--- src/rtl/operand_fetch_unit_if.sv ---
// Decode/regfile/writeback/execute bundle around the operand fetch unit.
// The slave modport is the unit itself.
interface operand_fetch_unit_if #(
  parameter int ADDR_WIDTH = 5,
  parameter int DATA_WIDTH = 32
);
  logic                  in_valid;
  logic                  in_ready;
  logic [DATA_WIDTH-1:0] in_pc;
  logic [ADDR_WIDTH-1:0] in_rs1;
  logic [ADDR_WIDTH-1:0] in_rs2;
  logic [ADDR_WIDTH-1:0] in_rd;
  logic                  in_rd_wen;
  logic [ADDR_WIDTH-1:0] rf_ra;
  logic [ADDR_WIDTH-1:0] rf_rb;
  logic [DATA_WIDTH-1:0] rf_busa;
  logic [DATA_WIDTH-1:0] rf_busb;
  logic                  wb_en;
  logic [ADDR_WIDTH-1:0] wb_addr;
  logic [DATA_WIDTH-1:0] wb_data;
  logic                  flush;
  logic                  out_valid;
  logic                  out_ready;
  logic [DATA_WIDTH-1:0] out_pc;
  logic [DATA_WIDTH-1:0] out_src1;
  logic [DATA_WIDTH-1:0] out_src2;
  logic [ADDR_WIDTH-1:0] out_rd;
  logic                  out_rd_wen;
  logic [31:0]           stall_cnt;

  modport slave (
    input  in_valid, in_pc, in_rs1, in_rs2, in_rd, in_rd_wen,
    input  rf_busa, rf_busb, wb_en, wb_addr, wb_data, flush, out_ready,
    output in_ready, rf_ra, rf_rb, out_valid, out_pc, out_src1, out_src2,
    output out_rd, out_rd_wen, stall_cnt
  );

  modport master (
    output in_valid, in_pc, in_rs1, in_rs2, in_rd, in_rd_wen,
    output rf_busa, rf_busb, wb_en, wb_addr, wb_data, flush, out_ready,
    input  in_ready, rf_ra, rf_rb, out_valid, out_pc, out_src1, out_src2,
    input  out_rd, out_rd_wen, stall_cnt
  );
endinterface

--- src/rtl/operand_fetch_unit.sv ---
// Operand fetch: regfile read with writeback bypass, scoreboard-based RAW/WAW
// stalling, and a single-entry valid/ready register toward execute.
module operand_fetch_unit #(
  parameter int ADDR_WIDTH = 5,
  parameter int DATA_WIDTH = 32
) (
  input  logic                clk,
  input  logic                rst,
  operand_fetch_unit_if.slave bus
);
  localparam int DEPTH = 1 << ADDR_WIDTH;

  logic [DEPTH-1:0]      r_pend;
  logic [DEPTH-1:0]      w_pend_nxt;
  logic                  r_out_valid;
  logic [DATA_WIDTH-1:0] r_out_pc;
  logic [DATA_WIDTH-1:0] r_out_src1;
  logic [DATA_WIDTH-1:0] r_out_src2;
  logic [ADDR_WIDTH-1:0] r_out_rd;
  logic                  r_out_rd_wen;
  logic [31:0]           r_stall_cnt;

  logic                  w_hit1, w_hit2, w_hitd;
  logic [DATA_WIDTH-1:0] w_src1, w_src2;
  logic                  w_hazard;
  logic                  w_in_ready;
  logic                  w_accept;

  assign bus.rf_ra = bus.in_rs1;
  assign bus.rf_rb = bus.in_rs2;

  // A writeback landing this cycle both supplies the operand and retires the hazard.
  assign w_hit1 = bus.wb_en && (bus.wb_addr == bus.in_rs1);
  assign w_hit2 = bus.wb_en && (bus.wb_addr == bus.in_rs2);
  assign w_hitd = bus.wb_en && (bus.wb_addr == bus.in_rd);

  assign w_src1 = (bus.in_rs1 == '0) ? '0 : (w_hit1 ? bus.wb_data : bus.rf_busa);
  assign w_src2 = (bus.in_rs2 == '0) ? '0 : (w_hit2 ? bus.wb_data : bus.rf_busb);

  assign w_hazard = (r_pend[bus.in_rs1] && !w_hit1) ||
                    (r_pend[bus.in_rs2] && !w_hit2) ||
                    (bus.in_rd_wen && r_pend[bus.in_rd] && !w_hitd);

  assign w_in_ready = !bus.flush && !w_hazard && (!r_out_valid || bus.out_ready);
  assign w_accept   = bus.in_valid && w_in_ready;

  // Clears first, then the accept's set, so a same-index set wins.
  always_comb begin
    w_pend_nxt = r_pend;
    if (bus.wb_en)
      w_pend_nxt[bus.wb_addr] = 1'b0;
    if (bus.flush && r_out_valid && r_out_rd_wen)
      w_pend_nxt[r_out_rd] = 1'b0;
    if (w_accept && bus.in_rd_wen)
      w_pend_nxt[bus.in_rd] = 1'b1;
    w_pend_nxt[0] = 1'b0;
  end

  always_ff @(posedge clk) begin
    if (rst) begin
      r_pend       <= '0;
      r_out_valid  <= 1'b0;
      r_out_pc     <= '0;
      r_out_src1   <= '0;
      r_out_src2   <= '0;
      r_out_rd     <= '0;
      r_out_rd_wen <= 1'b0;
      r_stall_cnt  <= '0;
    end else begin
      r_pend <= w_pend_nxt;
      if (bus.in_valid && w_hazard && !bus.flush)
        r_stall_cnt <= r_stall_cnt + 32'd1;
      if (bus.flush) begin
        r_out_valid <= 1'b0;
      end else if (w_accept) begin
        r_out_valid  <= 1'b1;
        r_out_pc     <= bus.in_pc;
        r_out_src1   <= w_src1;
        r_out_src2   <= w_src2;
        r_out_rd     <= bus.in_rd;
        r_out_rd_wen <= bus.in_rd_wen;
      end else if (r_out_valid && bus.out_ready) begin
        r_out_valid <= 1'b0;
      end
    end
  end

  assign bus.in_ready   = w_in_ready;
  assign bus.out_valid  = r_out_valid;
  assign bus.out_pc     = r_out_pc;
  assign bus.out_src1   = r_out_src1;
  assign bus.out_src2   = r_out_src2;
  assign bus.out_rd     = r_out_rd;
  assign bus.out_rd_wen = r_out_rd_wen;
  assign bus.stall_cnt  = r_stall_cnt;
endmodule
--- src/flat_wrapper.sv ---
// flat-port wrapper written by rule: the top's interface ports become plain ports
module operand_fetch_unit_flat 
#(
  parameter int ADDR_WIDTH = 5,
  parameter int DATA_WIDTH = 32
)
  (clk, rst, bus_in_valid, bus_in_pc, bus_in_rs1, bus_in_rs2, bus_in_rd, bus_in_rd_wen, bus_rf_busa, bus_rf_busb, bus_wb_en, bus_wb_addr, bus_wb_data, bus_flush, bus_out_ready, bus_in_ready, bus_rf_ra, bus_rf_rb, bus_out_valid, bus_out_pc, bus_out_src1, bus_out_src2, bus_out_rd, bus_out_rd_wen, bus_stall_cnt);
  operand_fetch_unit_if #(.ADDR_WIDTH(ADDR_WIDTH), .DATA_WIDTH(DATA_WIDTH)) bus_i ();
  input  logic clk;
  input  logic rst;
  input wire logic [$bits(bus_i.in_valid)-1:0] bus_in_valid;
  input wire logic [$bits(bus_i.in_pc)-1:0] bus_in_pc;
  input wire logic [$bits(bus_i.in_rs1)-1:0] bus_in_rs1;
  input wire logic [$bits(bus_i.in_rs2)-1:0] bus_in_rs2;
  input wire logic [$bits(bus_i.in_rd)-1:0] bus_in_rd;
  input wire logic [$bits(bus_i.in_rd_wen)-1:0] bus_in_rd_wen;
  input wire logic [$bits(bus_i.rf_busa)-1:0] bus_rf_busa;
  input wire logic [$bits(bus_i.rf_busb)-1:0] bus_rf_busb;
  input wire logic [$bits(bus_i.wb_en)-1:0] bus_wb_en;
  input wire logic [$bits(bus_i.wb_addr)-1:0] bus_wb_addr;
  input wire logic [$bits(bus_i.wb_data)-1:0] bus_wb_data;
  input wire logic [$bits(bus_i.flush)-1:0] bus_flush;
  input wire logic [$bits(bus_i.out_ready)-1:0] bus_out_ready;
  output wire logic [$bits(bus_i.in_ready)-1:0] bus_in_ready;
  output wire logic [$bits(bus_i.rf_ra)-1:0] bus_rf_ra;
  output wire logic [$bits(bus_i.rf_rb)-1:0] bus_rf_rb;
  output wire logic [$bits(bus_i.out_valid)-1:0] bus_out_valid;
  output wire logic [$bits(bus_i.out_pc)-1:0] bus_out_pc;
  output wire logic [$bits(bus_i.out_src1)-1:0] bus_out_src1;
  output wire logic [$bits(bus_i.out_src2)-1:0] bus_out_src2;
  output wire logic [$bits(bus_i.out_rd)-1:0] bus_out_rd;
  output wire logic [$bits(bus_i.out_rd_wen)-1:0] bus_out_rd_wen;
  output wire logic [$bits(bus_i.stall_cnt)-1:0] bus_stall_cnt;
  assign bus_i.in_valid = bus_in_valid;
  assign bus_i.in_pc = bus_in_pc;
  assign bus_i.in_rs1 = bus_in_rs1;
  assign bus_i.in_rs2 = bus_in_rs2;
  assign bus_i.in_rd = bus_in_rd;
  assign bus_i.in_rd_wen = bus_in_rd_wen;
  assign bus_i.rf_busa = bus_rf_busa;
  assign bus_i.rf_busb = bus_rf_busb;
  assign bus_i.wb_en = bus_wb_en;
  assign bus_i.wb_addr = bus_wb_addr;
  assign bus_i.wb_data = bus_wb_data;
  assign bus_i.flush = bus_flush;
  assign bus_i.out_ready = bus_out_ready;
  assign bus_in_ready = bus_i.in_ready;
  assign bus_rf_ra = bus_i.rf_ra;
  assign bus_rf_rb = bus_i.rf_rb;
  assign bus_out_valid = bus_i.out_valid;
  assign bus_out_pc = bus_i.out_pc;
  assign bus_out_src1 = bus_i.out_src1;
  assign bus_out_src2 = bus_i.out_src2;
  assign bus_out_rd = bus_i.out_rd;
  assign bus_out_rd_wen = bus_i.out_rd_wen;
  assign bus_stall_cnt = bus_i.stall_cnt;
  operand_fetch_unit #(.ADDR_WIDTH(ADDR_WIDTH), .DATA_WIDTH(DATA_WIDTH)) u_core (.clk(clk), .rst(rst), .bus(bus_i));
endmodule
--- config.mk ---
export PLATFORM = sky130hd
export DESIGN_NAME = operand_fetch_unit_flat
export DESIGN_NICKNAME = d
export VERILOG_FILES = /design/src/rtl/operand_fetch_unit_if.sv /design/src/rtl/operand_fetch_unit.sv /design/src/flat_wrapper.sv
export SDC_FILE = /design/constraint.sdc
export NUM_CORES = 1
export LEC_CHECK = 0
export CAP_MARGIN = 20
export CORE_AREA = 2 2 142 144
export CTS_BUF_LIST = sky130_fd_sc_hd__clkbuf_16
export CTS_CLUSTER_SIZE = 24
export DETAILED_ROUTE_END_ITERATION = 10
export DIE_AREA = 0 0 144 146
export GPL_TIMING_DRIVEN = 0
export PLACE_DENSITY = 0.92
export SLEW_MARGIN = 25
export SYNTH_ARGS = -nofsm -noshare
export SYNTH_HDL_FRONTEND = slang
export SYNTH_SLANG_ARGS = --single-unit
--- constraint.sdc ---
create_clock -name clk -period 3.49 [get_ports clk]
set_input_delay 0.5235 -clock clk [delete_from_list [all_inputs] [get_ports clk]]
set_output_delay 0.5235 -clock clk [all_outputs]
set_load 0.02 [all_outputs]
==> results.txt <==
----------------------------------------------------
[Drt]
  Post-DR vias/cell ... 5.742
  Total Wirelength ... 32560 um
  Total number of vias ... 9152
  Detail Route Antenna Nets ... 0
  Number of DRC violations after detailed-routing iteration 0 ... between 600 and 700
  First-pass DRT Iterations ... 7
  WL/cell ... approximately 20 um
  Drc violations ... 0

[Floorplanning]
  Initial core utilization ... 0.4680
  I/O Pins ... around 300
  Area of the core ... 19330 um^2
  Height of the chip ... about 150 um
  Full die area ... 21020 um^2
  Cell row count ... roughly 50
  Width of the die ... around 140 um

[Global route]
  Global Route met2 Usage ... 0.5136
  Number of antenna violations at the first check in global routing ... 2
  Via count of the first global-routing pass ... around 9000
  Met3 usage in global routing ... 0.1023
  Pin count of the biggest net entering global routing ... 17
  Global route total overflow ... 0
  Met1 capacity usage during global routing ... 0.3500
  Wire length of the first global-routing pass ... 49920 um
  Busiest layer in global routing ... met2
  Total routing usage reported by global routing ... 0.3042

[Clock network]
  # hold bufs at CTS ... 0
  Clock slew seen by the registers of the worst setup and hold paths ... around 0.060 ns
  Largest buffer count on any clock path ... 2
  Number of sinks on the clock net ... around 170
  Worst skew pair latency ... 0.42 ns
  H-tree levels ... 4
  CTS root buf ... clkbuf_16
  TritonCTS clock tree ... done
  Number of buffers added by the clock tree synthesis step ... 17

[Cells and area]
  Post-Route Utilization ... 0.6702
  P&R area growth vs syn ... 43.21%
  Post-layout net count ... approximately 1500
  Fill cell count ... approximately 1500
  Sequential Area ... around 3300 um^2
  Area of the multi-input gates ... between 5000 and 6000 um^2
  Ratio of cells with drive above 1 in the final layout ... 0.08810

[Timing]
  Number of endpoints with negative hold slack in the final report ... 0
  Worst rel slew slack ... 0.4987
  Max-slew violations ... 0
  Sum of negative setup slack ... 0 ns
  Fmax achieved ... a little over 300 MHz
  Portion of the clock cycle consumed by the worst path in the final layout ... 0.9488
  Tightest Pin Transition ... roughly 0.75 ns
  Count of endpoints failing setup in the final report ... 0
  Final critical delay including setup and external delays ... around 3.3 ns
  Post-route clock skew ... roughly 0.010 ns
  Setup repair after global routing missed its margin ... no

[Critical path]
  Required arrival time at the worst endpoint ... between 2 and 3 ns
  Worst stage delay on the critical path ... 0.49 ns
  Data arrival time of the critical path ... roughly 2.8 ns
  Startpoint class of the critical path ... input port
  Library cell contributing the largest single delay on the critical path ... clkdlybuf4s50_1
  Type of the setup path with the least slack ... in -> out
  Kind of end point of the critical path ... output pin
  Cell repeated most along the worst path ... nand2_1
  Cell-by-cell trace of the critical path ... clkdlybuf4s50_1 -> buf_2 -> nor2b_1 -> nand2_1 -> o21ai_0 -> nand3_1 -> a31oi_4 -> nor2_2 -> nand2_1 -> nor2_1 -> clkdlybuf4s15_2
  Critical path peak fanout ... 10

[Power]
  Ratio of total power to cell area ... 355.7 nW/um^2
  Overall power of the completed layout ... 4610 uW
  Leakage ... around 0.0047 uW
  Highest ir drop seen on vdd ... a little under 400 uV

[Synthesis]
  Top cell type by total area after synthesis ... dfxtp_1
  Post-synthesis instance area ... between 9000 and 10000 um^2
  Post-synth EDFFs ... 0
  Synth Flop Type ... dfxtp_1
  Flops & latches, synth ... 166
  Total nets after synthesis ... between 1000 and 1500
  Share of Yosys cell area claimed by the top area cell type ... 0.3673
  Total of warnings raised by yosys ... 0
  Syn Inst Count ... around 1000
  Fraction of synthesis flops using an asynchronous set or reset pin ... 0
  Syn avg cell area ... between 9 and 10 um^2
  Post-synthesis cell type count ... 55
  Synth area leaders ... dfxtp_1 37%, mux2i_1 19%, nor2_1 7.7%
  Portion of the post-synthesis area used by sequential elements ... 0.3673

[Hold path]
  Class of the most critical hold timing path ... reg -> reg

[Status]
  Result of the run ... completed

[Placed design]
  Input/output buffers ... between 200 and 300
  Total half-perimeter wirelength after legalization and detailed placement ... around 25000 um
  Placer's final routability congestion estimate ... 0.9474

[Run]
  # Max-Cap Violations ... 0

----------------------------------------------------
==> critical path: cells and delay by family <==
kind,cells,cell delay [ns]
compound gates,2,0.52
buf+inv,3,0.96
simple gates,6,0.79
==> what timing repair did <==
item	4_1_cts	5_1_grt
pin swaps	3	1
buffers inserted	2	4
gates resized for setup	7	7
hold endpoints to repair	0	0
endpoints found under the setup margin	1	1
==> logic make-up (layout without fill, tap and decap cells) <==
kind of cell,Yosys count,count (layout),share of synthesized area
muxes,199,199,0.2446
buffers and inverters,96,426,0.05655
other,0,1,0
and+or+nand+nor,381,381,0.2110
DFF,166,166,0.3673
xor gates and xnor gates,21,21,0.02033
adders and majority gates,1,1,0.001383
AOI/OAI and AO/OA,134,134,0.09887
==> stage by stage <==
stage / cell area [um^2] / setup slack (ns) / hold slack (ns) / std cells
3_3_place_gp: 12290 / -0.9996 / 0.4722 / 1554
6_report: 12960 / 0.1785 / 0.4965 / 1594
3_5_place_dp: 12310 / -0.6480 / 0.4808 / 1555
4_1_cts: 12880 / 0.04509 / 0.5005 / 1589
2_1_floorplan: 9049 / 0.6535 / 0.5576 / 998
5_1_grt: 12960 / 0.009657 / 0.5220 / 1594
==> registers in the layout (all words and copies together), names as in the netlist <==
name                   flops
u_core.bus.out_pc         32
u_core.bus.out_rd          5
u_core.bus.out_rd_wen      1
u_core.bus.out_src1       32
u_core.bus.out_src2       32
u_core.bus.out_valid       1
u_core.bus.stall_cnt      32
u_core.r_pend             31
==> per-layer routing <==
layer	routed length, um	part of all wire
met1	11990	0.37
met2	16070	0.49
met3	3285	0.10
met4	1195	0.037
met5	13	0.00040
==> cell usage after synthesis (all sizes together) (12+ instances only) <==
cell type and instances:
clkbuf 40, nor2 186, or4 20, a21oi 24, nand2 28, or3 14
o21ai 50, o31ai 17, buf 49, nand3b 15, nor2b 40, dfxtp 166
nand4 14, o221ai 26, mux4 17, mux2i 175, xnor2 12, nand3 24
==> report_power, final <==
part	switching, uW	internal, uW
combinational	434	425
clock	796	972
sequential	33.5	1950
total	1260	3350
==> cell usage in the layout, fill, tap and decap left out, types with 5 or more instances in the layout <==
| cell | netlist | routed |
|---|---|---|
| clkinv_1 | 0 | 5 |
| nand2b_1 | 7 | 7 |
| nand3b_1 | 15 | 15 |
| a21oi_1 | 24 | 24 |
| nand2_1 | 28 | 28 |
| buf_2 | 13 | 13 |
| xnor2_1 | 12 | 12 |
| xor2_1 | 9 | 9 |
| nor2_1 | 186 | 185 |
| o221ai_1 | 26 | 26 |
| buf_1 | 6 | 6 |
| or4_1 | 20 | 20 |
| and3_1 | 6 | 6 |
| clkbuf_16 | 0 | 17 |
| o31ai_1 | 17 | 17 |
| buf_4 | 25 | 29 |
| o21ai_0 | 49 | 49 |
| mux2_2 | 5 | 5 |
| clkdlybuf4s50_1 | 0 | 286 |
| mux4_2 | 17 | 17 |
| nor2b_1 | 40 | 40 |
| buf_6 | 4 | 6 |
| dfxtp_1 | 166 | 166 |
| inv_1 | 7 | 8 |
| clkbuf_1 | 40 | 40 |
| nand4_1 | 14 | 14 |
| mux2i_1 | 175 | 175 |
| nand3_1 | 22 | 21 |
| nor3b_1 | 6 | 6 |
| or3_1 | 14 | 14 |
==> area by class of cell <==
| class | count | share of cell area |
|---|---|---|
| diodes | 1 | 0.0001931 |
| plain buffers | 89 | 0.03804 |
| clock buffers | 17 | 0.03283 |
| clock inverters | 15 | 0.008786 |
| inverters | 7 | 0.002028 |
| multi-input cells | 736 | 0.4054 |
| flip-flops and latches | 166 | 0.2564 |
| well taps | 265 | 0.02559 |
| repair buffers | 298 | 0.2307 |
==> final timing paths <==
path,from,to,slack [ns],depth (start not counted)
max,bus_in_rd[3],bus_in_ready,0.18,11
min,u_core.bus.out_src1[31]$_SDFFE_PP0P_,u_core.bus.out_src1[31]$_SDFFE_PP0P_,0.50,2
max reg2reg,u_core.r_pend[31]$_SDFF_PP0_,u_core.bus.out_rd[0]$_SDFFE_PP0P_,0.60,12
min reg2reg,u_core.bus.out_src1[31]$_SDFFE_PP0P_,u_core.bus.out_src1[31]$_SDFFE_PP0P_,0.50,2
(Power assumes the default switching activity.)
